<file path="config.mk">
export PLATFORM = sky130hd
export DESIGN_NAME = lsu_ctrl
export DESIGN_NICKNAME = d
export VERILOG_FILES = /design/src/rtl/lsu_ctrl.sv
export SDC_FILE = /design/constraint.sdc
export NUM_CORES = 1
export LEC_CHECK = 0
export BUFFER_PORTS_ARGS = -buffer_cell sky130_fd_sc_hd__buf_2
export CELL_PAD_IN_SITES_DETAIL_PLACEMENT = 1
export CELL_PAD_IN_SITES_GLOBAL_PLACEMENT = 1
export CORE_MARGIN = 1
export CORE_UTILIZATION = 35
export DETAILED_ROUTE_END_ITERATION = 12
export PLACE_DENSITY_LB_ADDON = 0.1
export SLEW_MARGIN = 10
export SYNTH_ARGS = -nofsm -noshare
export SYNTH_HDL_FRONTEND = slang
export SYNTH_SLANG_ARGS = --single-unit
</file>
<file path="constraint.sdc">
create_clock -name clk -period 4.7 [get_ports clk]
set_clock_uncertainty 0.2 [all_clocks]
set_input_delay 1.175 -clock clk [delete_from_list [all_inputs] [get_ports clk]]
set_output_delay 1.175 -clock clk [all_outputs]
set_load 0.005 [all_outputs]
</file>
<file path="src/rtl/lsu_ctrl.sv">
// lsu_ctrl: load/store controller in front of a word-only data memory.
// Byte/halfword/word CPU accesses become whole-word memory transactions;
// loads extract and extend the addressed lane, sub-word stores run a
// read-modify-write (RMW_RD -> STORE).
// Optional feature macro: LSU_MISALIGN_CHECK_EN (defined = reject misaligned
// accesses with a done+misalign pulse; undefined = ignore low address bits).
module lsu_ctrl (
  input  logic        clk,
  input  logic        rst,
  input  logic        req,
  input  logic        we,
  input  logic [1:0]  size,
  input  logic        sign_ext,
  input  logic [31:0] addr,
  input  logic [31:0] wdata,
  output logic        busy,
  output logic        done,
  output logic [31:0] rdata,
  output logic        misalign,
  output logic [31:0] DataAddr,
  output logic [31:0] WriteData,
  output logic        MemWrite,
  input  logic [31:0] ReadData
);

  typedef enum logic [1:0] {
    S_IDLE   = 2'd0,
    S_LOAD   = 2'd1,
    S_RMW_RD = 2'd2,
    S_STORE  = 2'd3
  } state_t;

  state_t      state_q, state_d;
  logic [31:0] addr_q, addr_d;
  logic [1:0]  size_q, size_d;
  logic        sx_q, sx_d;
  logic [15:0] wlow_q, wlow_d;      // only the low halfword is needed for RMW merges
  logic [31:0] rdata_q, rdata_d;
  logic [31:0] wr_q, wr_d;
  logic        done_q, done_d;
  logic        mis_q, mis_d;
  logic        mis_s;

  // Pick the addressed lane of a memory word and extend it to 32 bits.
  function automatic logic [31:0] load_extract(input logic [31:0] word,
                                               input logic [1:0]  sz,
                                               input logic [1:0]  lo,
                                               input logic        sx);
    logic [7:0]  b;
    logic [15:0] h;
    logic [31:0] r;
    case (lo)
      2'd0:    b = word[7:0];
      2'd1:    b = word[15:8];
      2'd2:    b = word[23:16];
      2'd3:    b = word[31:24];
      default: b = 8'h00;
    endcase
    h = lo[1] ? word[31:16] : word[15:0];
    case (sz)
      2'b00:   r = {{24{sx & b[7]}}, b};
      2'b01:   r = {{16{sx & h[15]}}, h};
      default: r = word;
    endcase
    return r;
  endfunction

  // Replace the addressed byte/halfword of a word with new store data.
  function automatic logic [31:0] store_merge(input logic [31:0] word,
                                              input logic [1:0]  sz,
                                              input logic [1:0]  lo,
                                              input logic [15:0] wd);
    logic [31:0] r;
    r = word;
    case (sz)
      2'b00: begin
        case (lo)
          2'd0:    r[7:0]   = wd[7:0];
          2'd1:    r[15:8]  = wd[7:0];
          2'd2:    r[23:16] = wd[7:0];
          2'd3:    r[31:24] = wd[7:0];
          default: r        = word;
        endcase
      end
      2'b01: begin
        if (lo[1]) r[31:16] = wd;
        else       r[15:0]  = wd;
      end
      default: r = word;
    endcase
    return r;
  endfunction

`ifdef LSU_MISALIGN_CHECK_EN
  // Halfword needs addr[0]=0, word (size 1x) needs addr[1:0]=00.
  function automatic logic is_misaligned(input logic [1:0] sz, input logic [1:0] lo);
    logic m;
    case (sz)
      2'b00:   m = 1'b0;
      2'b01:   m = lo[0];
      default: m = (lo != 2'b00);
    endcase
    return m;
  endfunction

  assign mis_s = is_misaligned(size, addr[1:0]);
`else
  assign mis_s = 1'b0;
`endif

  // Next-state and datapath decisions for the access sequencer.
  always_comb begin
    state_d = state_q;
    addr_d  = addr_q;
    size_d  = size_q;
    sx_d    = sx_q;
    wlow_d  = wlow_q;
    rdata_d = rdata_q;
    wr_d    = wr_q;
    done_d  = 1'b0;
    mis_d   = 1'b0;
    case (state_q)
      S_IDLE: begin
        if (req) begin
          addr_d = addr;
          size_d = size;
          sx_d   = sign_ext;
          wlow_d = wdata[15:0];
          if (mis_s) begin
            done_d  = 1'b1;
            mis_d   = 1'b1;
            state_d = S_IDLE;
          end else if (!we) begin
            state_d = S_LOAD;
          end else if (size[1]) begin
            wr_d    = wdata;
            state_d = S_STORE;
          end else begin
            state_d = S_RMW_RD;
          end
        end else begin
          state_d = S_IDLE;
        end
      end
      S_LOAD: begin
        rdata_d = load_extract(ReadData, size_q, addr_q[1:0], sx_q);
        done_d  = 1'b1;
        state_d = S_IDLE;
      end
      S_RMW_RD: begin
        wr_d    = store_merge(ReadData, size_q, addr_q[1:0], wlow_q);
        state_d = S_STORE;
      end
      S_STORE: begin
        done_d  = 1'b1;
        state_d = S_IDLE;
      end
      default: state_d = S_IDLE;
    endcase
  end

  // State and datapath registers; reset aborts any in-flight access.
  always_ff @(posedge clk or posedge rst) begin
    if (rst) begin
      state_q <= S_IDLE;
      addr_q  <= 32'h0000_0000;
      size_q  <= 2'b00;
      sx_q    <= 1'b0;
      wlow_q  <= 16'h0000;
      rdata_q <= 32'h0000_0000;
      wr_q    <= 32'h0000_0000;
      done_q  <= 1'b0;
      mis_q   <= 1'b0;
    end else begin
      state_q <= state_d;
      addr_q  <= addr_d;
      size_q  <= size_d;
      sx_q    <= sx_d;
      wlow_q  <= wlow_d;
      rdata_q <= rdata_d;
      wr_q    <= wr_d;
      done_q  <= done_d;
      mis_q   <= mis_d;
    end
  end

  assign busy      = (state_q != S_IDLE);
  assign MemWrite  = (state_q == S_STORE);
  assign done      = done_q;
  assign misalign  = mis_q;
  assign rdata     = rdata_q;
  assign WriteData = wr_q;
  assign DataAddr  = {addr_q[31:2], 2'b00};

endmodule

</file>
==> qor.csv <==
metric;value;unit
status;complete, no violations;
numCtsBuffers;17;
power_leakage;3.66;nW
clkLatencyLatePin;420;ps
fillers;1966;
drive_above_1_share;0.439;
hold_start;rdata[10];
power_density;733;mW/mm^2
synth_ff_type;dfrtp_1;
worst_slew_pin_slew;1200;ps
period_minus_slack;3040;ps
track_usage;0.221;
rsz0062_at_grt;no;
r2r-end;WriteData[23];
dieArea;0.0181;sq mm
synth_seq_area_share;0.481;
fin_hold_ws;284;ps
grt_max_degree;70;
die_w;134;microns
yosysWarnings;0;
timing.setup.tns;0;ps
rrSetupSlack;1660;ps
arrival;3130;ps
final_common_cell;buf_2;
post_cts_buffers;0;
grt_pass1_vias;5391;
final_cell_mix;199 x buf_2, 118 x dfrtp_1, 63 x mux2_2, 63 x nand2_1, 31 x mux2i_1;
synth_area;0.00614;sq mm
io_pins;203;
grt_pass1_wl;30200;microns
multi_input_area;0.00266;sq mm
ys_ff_latch;118;
rr_startpoint;size_q[0];
rows;48;
ir_worst_vdd;0.277;mV
setup_viol;0;
io_buffers;199;
critPathLaunchType;flop;
path_clk_slew;50;ps
synth_edf_count;0;
crit_fanout;27;
cp-startpoint;size_q[0];
ff_latch_area;0.00295;sq mm
viasPerCell;5.31;
min_period_over_period;0.647;
cts_sinks;118;
core-area;0.0172;sq mm
finalMaxSlewViolations;0;
max_freq;329;MHz
cts_tree;built;
required;4790;ps
drtPass1Iterations;5;
synthCells;569;
initial_core_util;0.356;
dp_cells;926;
cts-root-buf;clkbuf_16;
hold_violations;0;
layout.nets;823;
drc_errors;0;
wirelength;19000;microns
async_reset_ff_frac;1.00;
wl_per_cell;19.8;microns
critical_path_class;flop to flop;
vias;5090;
reg2reg_depth;4;
cts_hold_buffers;0;
ant_nets;0;
dp.final_hpwl;14100;microns
synthDistinctLibCells;47;
fin_cells;959;
maxSlewHeadroom;0.203;
areaGrowthSynthToFinish;24.7;%
crit_end;WriteData[23];
cts_resized;0;
gr-total-overflow;0;
min_path_type;flop to flop;
h-tree-depth;4;
max-clock-path-buffers;2;
antenna_found_initial;3;
place.gp.congestion;0.788;
drtIter0Drc;300;
avgSynthCellArea;10.8;sq um
maxCapViolCount;0;
die_y;134;microns
cp-end-kind;flop;
critical path: stages (launching register included):
cell and delay (ps):
dfrtp_1 980, nand2b_1 760, nand2_1 430, a211oi_1 410, o31ai_1 120
metrics by stage:
| stage | instance area [sq um] | utilization | power [mW] | setup WS [ps] |
|---|---|---|---|---|
| floorplan | 6140 | - | 3.57 | 196 |
| finish | 7650 | 0.444 | 5.61 | 1660 |
| detailed placement | 7020 | 0.407 | 4.27 | 1400 |
| global placement | 7020 | 0.407 | 4.17 | 1530 |
| global route | 7650 | 0.444 | 6.03 | 1360 |
| CTS | 7650 | 0.444 | 5.69 | 1640 |
layer usage:
layer  track usage  share of wire  wire length (microns)  vias up
li1              -              -                      -     2335
met1         0.294           0.45                   8570     2552
met2         0.352           0.48                   9040      177
met3        0.0540          0.057                   1080       22
met4        0.0730          0.013                    255        4
met5             0         0.0012                     23        -
layout make-up:
class,count,area share
tap,225,0.0368
clock inverter,13,0.0234
sequential,118,0.386
timing repair buffer,207,0.140
multi-input combinational,361,0.347
inverter,15,0.00769
antenna,1,0.000327
clock buffer,19,0.0592
cells in the mapped netlist, drive strengths merged (11+ instances only):
master  count  area, sq um
clkbuf     16         60.1
mux2i      31          310
buf        61          420
a221oi     12          155
mux2       63          709
a31oi      12         75.1
nor2       17         66.3
dfrtp     118         2950
inv        15         56.3
and3       11         73.8
nand3      16         80.1
a21oi      18         90.1
nand2      63          236
o21ai      42          210
how the worst min path moves through the flow:
stage / end / slack [ps] / depth (start not counted)
2_1_floorplan: WriteData[23] / 270 / 2
3_3_place_gp: rdata[28] / 270 / 2
3_5_place_dp: WriteData[23] / 280 / 2
4_1_cts: rdata[10] / 290 / 2
5_1_grt: rdata[10] / 300 / 2
6_report: rdata[10] / 280 / 2
cell families (layout without fill, tap and decap cells):
kind of cell           count (synthesis)  in the layout  synth area share
AO/OA/AOI/OAI                        138            138             0.160
AND/OR/NAND/NOR                      125            125             0.100
flip-flops                           118            118             0.481
multiplexers                          95             95             0.170
buffers and inverters                 92            254            0.0875
other                                  1              4          0.000611
registers in the layout (all words and copies together), names as in the netlist:
register	flops
state_q	2
addr_q	32
wlow_q	16
rdata	32
size_q	2
WriteData	32
sx_q	1
done	1
where the power goes:
part / switching (mW) / internal, mW / leakage (nW) / total (mW)
sequential: 0.432 / 1.53 / 1.41 / 1.97
clock: 0.475 / 0.911 / 0.301 / 1.39
combinational: 1.17 / 1.09 / 1.95 / 2.26
total: 2.08 / 3.53 / 3.66 / 5.61
No activity file was read; power rests on OpenSTA's default activity.
